## src/rtl/seq_pattern_detector_pkg.sv

```systemverilog
// seq_pattern_detector_pkg: shared defaults and cfg_addr decode helpers for
// the sequence pattern detector.
package seq_pattern_detector_pkg;

  localparam int unsigned DEF_SYM_W   = 3;
  localparam int unsigned DEF_MAX_LEN = 8;
  localparam int unsigned DEF_CNT_W   = 16;

  // cfg_addr value selecting pat_len; pattern slots occupy 0..max_len-1
  function automatic int unsigned len_addr(input int unsigned max_len);
    return max_len;
  endfunction

  localparam int unsigned LEN_ADDR = len_addr(DEF_MAX_LEN);

  function automatic int unsigned addr_w(input int unsigned max_len);
    return $clog2(max_len + 1);
  endfunction

  function automatic int unsigned wdata_w(input int unsigned sym_w, input int unsigned max_len);
    return (sym_w > addr_w(max_len)) ? sym_w : addr_w(max_len);
  endfunction

endpackage

```

## src/rtl/seq_pattern_history.sv

```systemverilog
// seq_pattern_history: shift register of the last DEPTH accepted symbols
// plus a fill counter saturating at DEPTH.
//   clk, reset_n : clock, async active-low reset
//   i_shift      : shift i_sym in and bump fill
//   i_clear      : zero fill (history contents become don't-care)
//   i_sym        : incoming symbol
//   o_hist       : per-slot symbols, slot 0 = most recent
//   o_fill       : number of valid history slots
module seq_pattern_history #(
  parameter int unsigned SYM_W  = 3,
  parameter int unsigned DEPTH  = 7,
  parameter int unsigned FILL_W = 3
) (
  input  logic                        clk,
  input  logic                        reset_n,
  input  logic                        i_shift,
  input  logic                        i_clear,
  input  logic [SYM_W-1:0]            i_sym,
  output logic [DEPTH-1:0][SYM_W-1:0] o_hist,
  output logic [FILL_W-1:0]           o_fill
);

  logic [DEPTH-1:0][SYM_W-1:0] r_hist;
  logic [FILL_W-1:0]           r_fill;

  // history shift, newest symbol lands in slot 0
  always_ff @(posedge clk or negedge reset_n) begin
    if (!reset_n) begin
      r_hist <= '0;
    end else if (i_shift) begin
      r_hist[0] <= i_sym;
      for (int i = 1; i < int'(DEPTH); i++) begin
        r_hist[i] <= r_hist[i-1];
      end
    end
  end

  // fill counter; clear has priority over shift
  always_ff @(posedge clk or negedge reset_n) begin
    if (!reset_n) begin
      r_fill <= '0;
    end else if (i_clear) begin
      r_fill <= '0;
    end else if (i_shift && (r_fill != FILL_W'(DEPTH))) begin
      r_fill <= r_fill + FILL_W'(1);
    end
  end

  assign o_hist = r_hist;
  assign o_fill = r_fill;

endmodule

```

## src/rtl/seq_pattern_detector.sv

```systemverilog
// seq_pattern_detector: programmable sequence detector with overlap control.
//   clk, reset_n   : clock, async active-low reset
//   data           : incoming symbol, sampled when data_valid & ~cfg_we
//   overlap        : 1 = overlapping matches, 0 = non-overlapping
//   cfg_we/addr/wdata : write pattern slot (addr < MAX_LEN) or pat_len (addr == MAX_LEN)
//   cnt_clr        : synchronous clear of match_count
//   sequence_found : combinational pulse in the cycle of the final symbol
//   match_count    : saturating match count
// Optional: define SEQ_PATTERN_DETECTOR_MATCH_COUNT_EN to build the match
// counter; otherwise match_count is tied to 0 and cnt_clr is ignored.
module seq_pattern_detector
  import seq_pattern_detector_pkg::*;
#(
  parameter int unsigned SYM_W   = DEF_SYM_W,
  parameter int unsigned MAX_LEN = DEF_MAX_LEN,
  parameter int unsigned CNT_W   = DEF_CNT_W
) (
  input  logic                                  clk,
  input  logic                                  reset_n,
  input  logic [SYM_W-1:0]                      data,
  input  logic                                  data_valid,
  input  logic                                  overlap,
  input  logic                                  cfg_we,
  input  logic [addr_w(MAX_LEN)-1:0]            cfg_addr,
  input  logic [wdata_w(SYM_W, MAX_LEN)-1:0]    cfg_wdata,
  input  logic                                  cnt_clr,
  output logic                                  sequence_found,
  output logic [CNT_W-1:0]                      match_count
);

  localparam int unsigned AW      = addr_w(MAX_LEN);
  localparam int unsigned DEPTH   = MAX_LEN - 1;
  localparam int unsigned FILL_W  = $clog2(MAX_LEN);
  localparam int unsigned LEN_SEL = len_addr(MAX_LEN);

  logic [SYM_W-1:0]            r_pat [MAX_LEN];
  logic [AW-1:0]               r_pat_len;
  logic [DEPTH-1:0][SYM_W-1:0] w_hist;
  logic [FILL_W-1:0]           w_fill;
  logic [31:0]                 w_len;
  logic                        w_en;
  logic                        w_last_ok;
  logic                        w_hist_ok;
  logic                        w_fill_ok;
  logic                        w_accept;
  logic                        w_match;
  logic                        w_shift;
  logic                        w_clear;

  // pattern slots and length register; lengths are stored as written
  always_ff @(posedge clk or negedge reset_n) begin
    if (!reset_n) begin
      for (int k = 0; k < int'(MAX_LEN); k++) begin
        r_pat[k] <= '0;
      end
      r_pat_len <= '0;
    end else if (cfg_we) begin
      for (int k = 0; k < int'(MAX_LEN); k++) begin
        if (32'(cfg_addr) == 32'(k)) r_pat[k] <= cfg_wdata[SYM_W-1:0];
      end
      if (32'(cfg_addr) == LEN_SEL) r_pat_len <= cfg_wdata[AW-1:0];
    end
  end

  // comparator: history slot i (age i+1) must equal pat[len-2-i]
  always_comb begin
    w_len     = 32'(r_pat_len);
    w_en      = (w_len >= 32'd2) && (w_len <= MAX_LEN);
    w_last_ok = 1'b0;
    w_hist_ok = 1'b1;
    for (int k = 0; k < int'(MAX_LEN); k++) begin
      if (32'(k + 1) == w_len) w_last_ok = (data == r_pat[k]);
    end
    for (int i = 0; i < int'(DEPTH); i++) begin
      for (int k = 0; k < int'(MAX_LEN); k++) begin
        if ((32'(i + k + 2) == w_len) && (w_hist[i] != r_pat[k])) w_hist_ok = 1'b0;
      end
    end
    w_fill_ok = (32'(w_fill) + 32'd1) >= w_len;
    w_accept  = data_valid & ~cfg_we;
    w_match   = reset_n & w_accept & w_en & w_last_ok & w_hist_ok & w_fill_ok;
    // a non-overlapping match consumes its symbols instead of shifting
    w_shift   = w_accept & ~(w_match & ~overlap);
    w_clear   = cfg_we | (w_match & ~overlap);
  end

  seq_pattern_history #(
    .SYM_W  (SYM_W),
    .DEPTH  (DEPTH),
    .FILL_W (FILL_W)
  ) u_history (
    .clk     (clk),
    .reset_n (reset_n),
    .i_shift (w_shift),
    .i_clear (w_clear),
    .i_sym   (data),
    .o_hist  (w_hist),
    .o_fill  (w_fill)
  );

  assign sequence_found = w_match;

`ifdef SEQ_PATTERN_DETECTOR_MATCH_COUNT_EN
  logic [CNT_W-1:0] r_count;

  // saturating match counter; clear beats a coincident match
  always_ff @(posedge clk or negedge reset_n) begin
    if (!reset_n) begin
      r_count <= '0;
    end else if (cnt_clr) begin
      r_count <= '0;
    end else if (w_match && (r_count != {CNT_W{1'b1}})) begin
      r_count <= r_count + CNT_W'(1);
    end
  end

  assign match_count = r_count;
`else
  logic w_unused_cnt_clr;
  assign w_unused_cnt_clr = cnt_clr;
  assign match_count      = '0;
`endif

endmodule

```

## config.mk

```make
export PLATFORM = sky130hd
export DESIGN_NAME = seq_pattern_detector
export DESIGN_NICKNAME = d
export VERILOG_FILES = /design/src/rtl/seq_pattern_detector_pkg.sv /design/src/rtl/seq_pattern_history.sv /design/src/rtl/seq_pattern_detector.sv
export SDC_FILE = /design/constraint.sdc
export NUM_CORES = 1
export LEC_CHECK = 0
export ABC_CLOCK_PERIOD_IN_PS = 7000
export CAP_MARGIN = 10
export CORE_MARGIN = 1
export CORE_UTILIZATION = 55
export CTS_BUF_LIST = sky130_fd_sc_hd__clkbuf_8 sky130_fd_sc_hd__clkbuf_16
export CTS_CLUSTER_DIAMETER = 60
export DETAILED_ROUTE_END_ITERATION = 6
export GPL_TIMING_DRIVEN = 1
export HOLD_SLACK_MARGIN = 0.06
export PLACE_DENSITY = 0.8
export SYNTH_ARGS = -nofsm -noshare
export SYNTH_HDL_FRONTEND = slang
export SYNTH_HIERARCHICAL = 1
export SYNTH_SLANG_ARGS = --single-unit
```

## constraint.sdc

```tcl
create_clock -name clk -period 7 [get_ports clk]
set_clock_uncertainty 0.05 [all_clocks]
set_input_delay 1.4 -clock clk [delete_from_list [all_inputs] [get_ports clk]]
set_output_delay 1.4 -clock clk [all_outputs]
set_load 0.03 [all_outputs]
```

==> summary.txt <==
Power
  • Power per Cell Area: 329 nW/µm²
  • Pint: 0.000820 W
  • Pleak: 1.95 nW
  • Sequential share of power: 47.6%
  • Psw: 0.000739 W
  • Comb power frac: 41.1%
  • Net Sw Frac: 47.4%
  • Clock power share: 11.2%
  • Worst VDD drop: 213 µV

Finish
  • Fillers: 712
  • Area of the multi-input gates: 3020 µm²
  • Share of layout cells above drive strength 1: 15.4%
  • Final design area excluding fillers: 4740 µm²
  • Register area: 1300 µm²
  • Final-stage net count: 477
  • Layout area overhead: 0.665%
  • ANT cells: 0

Logic synthesis
  • Most common cell in the netlist: xor2_1
  • Mapped Area: 4700 µm²
  • Synthesized area per cell: 9.74 µm²
  • Synth Register Bits: 52
  • Area share of the largest cell type after synthesis: 27.7%
  • Warnings, synthesis: 6
  • Synth top cells by count: xor2_1, xnor2_1, dfrtp_1, mux2_2, buf_2
  • Syn Inst Count: 483
  • Register area share after synthesis: 27.7%
  • Synth area leaders: dfrtp_1, xor2_1, mux2_2, xnor2_1, buf_2
  • Post-synth EDFFs: 0
  • Main synth FF type: dfrtp_1
  • Synth area leader: dfrtp_1
  • Post-synth cell types: 52
  • Ys async rst share: 100%

Placement
  • Placed Area: 4630 µm²
  • Hpwl dp: 8330 µm
  • Placer congestion estimate: 1.00
  • IO Port Bufs: 16
  • DP Worst Slack: 1.30 ns

Drt
  • DR WL/cell: 21.5 µm
  • Final ANT Viol Nets: 0
  • DR iter-0 viols: 325
  • DRT Wirelength: 12000 µm
  • Vias per cell: 6.44
  • TritonRoute pass-1 iters: 5
  • Residual DRC: 0
  • Routed via count: 3600

GRT
  • Most Crowded Layer GR: met2
  • Met2 GRT Util: 45.5%
  • GR Layer Usage met3: 6.36%
  • GR Overflow Total: 0
  • First-pass GRT wire length: 19300 µm
  • Vias in the first global route: 3581
  • Met1 usage in global routing: 36.2%
  • Initial antenna violation count: 0
  • Total Routing Usage GR: 28.9%
  • Largest net degree at the start of global routing: 53

Critical path
  • Critical path arrival: 4.28 ns
  • Crit path capture type: primary output
  • Crit Path Max Fanout: 9
  • Startpoint types: input pin
  • WP data required: 5.55 ns
  • Setup CP Type: in -> out

STA
  • Final worst slack: 1.27 ns
  • Hold Fails Final Rpt: 0
  • Setup TNS: 0 ns
  • Final min period: 5.73 ns
  • Pins Over Slew Limit: 0
  • Setup violators final: 0
  • Slew margin rel.: 48.8%
  • F_max: 175 MHz
  • Slew @ Worst Pin: 0.761 ns
  • Fin crit share: 81.8%
  • RSZ-0062 raised after global routing: no

Floorplan
  • Die Width: 94.5 µm
  • Initial Util: 57.0%
  • Site row count: 33
  • Core area: 8260 µm²
  • Die height: 94.5 µm
  • IO Count: 34
  • Die Area: 8930 µm²

Clock network
  • CTS hold repair buffers: 0
  • CTS buffer count: 5
  • Clock-pin slew on the worst setup and hold paths: 0.10 ns
  • CTS Sinks: 52
  • CTS resizes: 0
  • Post-CTS Setup Inserts: 0
  • H-tree Lvls: 2
  • CTS tree: yes
  • Root Driver: clkbuf_8
  • Clock Path Buffers: 2
  • Clk_lat worst skew: 0.32 ns

Run
  • Max Cap Violations: 0

Worst hold path
  • Min-Delay Path Class: reg -> reg

Run status
  • Status: complete, no violations
-- worst paths after layout --
kind	from	to	slack [ns]	cells past startpoint
max in group asynchronous	reset_n	u_history/o_hist[17]	5.23	2
min reg2reg	u_history/o_fill[1]	u_history/o_fill[1]	0.56	2
max reg2reg	r_pat_len[0]	u_history/o_hist[2]	3.79	8
min in group asynchronous	reset_n	r_pat[21]	1.24	2
min	u_history/o_fill[1]	u_history/o_fill[1]	0.56	2
max	data[1]	sequence_found	1.27	8
-- cell families (layout without fill, tap and decap cells) --
family | Yosys count | in the layout | share of synthesized area (%)
buffers and inverters | 74 | 30 | 9.34
flip-flops | 52 | 52 | 27.7
AND/OR/NAND/NOR | 103 | 103 | 13.7
multiplexers | 50 | 50 | 12.0
other | 1 | 16 | 0.0797
AO/OA/AOI/OAI | 30 | 30 | 4.44
adder cells (fa/ha/maj) | 7 | 7 | 1.86
XOR/XNOR | 166 | 166 | 30.9
-- per-stage QoR --
stage / utilization [%] / cells / hold slack [ns] / total power (W)
final: 57.3 / 559 / 0.560 / 0.00156
after global routing: 57.3 / 559 / 0.594 / 0.00164
after CTS: 57.2 / 558 / 0.567 / 0.00154
after detailed placement: 56.1 / 550 / 0.554 / 0.00136
after global placement: 56.1 / 550 / 0.528 / 0.00132
after floorplan: - / 498 / 0.425 / 0.00123
-- registers in the layout, summed over array words and instances, names as in the netlist --
register,cells
u_history/o_fill,3
r_pat_len,4
u_history/o_hist,21
r_pat,24
-- power groups by stage --
stage | sequential [W] | combinational, W | clock [W]
floorplan | 0.000422 | 0.000808 | 0
global placement | 0.000723 | 0.000597 | 0
detailed placement | 0.000728 | 0.000628 | 0
CTS | 0.000721 | 0.000636 | 0.000179
global route | 0.000744 | 0.000710 | 0.000190
finish | 0.000743 | 0.000641 | 0.000175
-- area by class of cell --
type | instances | area share, %
Tap cell | 105 | 2.77
Timing Repair Buffer | 18 | 3.75
Clock inverter | 3 | 0.370
Multi-Input combinational cell | 372 | 63.9
Clock buffer | 5 | 1.45
Inverter | 4 | 0.317
Sequential cell | 52 | 27.5
-- cell usage in the layout, fill, tap and decap left out, types with 2 or more instances in the layout --
master,count
clkdlybuf4s50_1,15
a31oi_1,3
nor3_1,15
conb_1,16
dfrtp_1,52
nand4_1,12
nand4bb_1,3
nand2b_1,5
a21oi_1,4
ha_1,7
nor2b_1,4
nor2_1,7
nand2_1,9
clkbuf_8,5
xor2_1,107
or4_1,3
xnor2_1,59
nor4b_1,2
inv_1,4
nor4_1,20
a21oi_2,2
nand3b_1,2
a41oi_1,3
o21ai_0,6
mux2_2,49
nand3_1,11
-- per-layer routing --
| layer | vias to the layer above | wire [µm] |
|---|---|---|
| met5 | - | 0 |
| met4 | 0 | 742 |
| met3 | 79 | 1170 |
| met2 | 238 | 5400 |
| met1 | 1737 | 4730 |
| li1 | 1546 | - |
-- critical path: stages --
cell and delay (ns):
clkdlybuf4s50_1 0.76, xor2_1 0.31, or4_4 0.54, nand3_1 0.10, a21oi_1 0.08, a21oi_2 0.11
and4b_2 0.28, clkdlybuf4s50_1 0.69
Note: power is estimated with default switching activity, not from simulation.
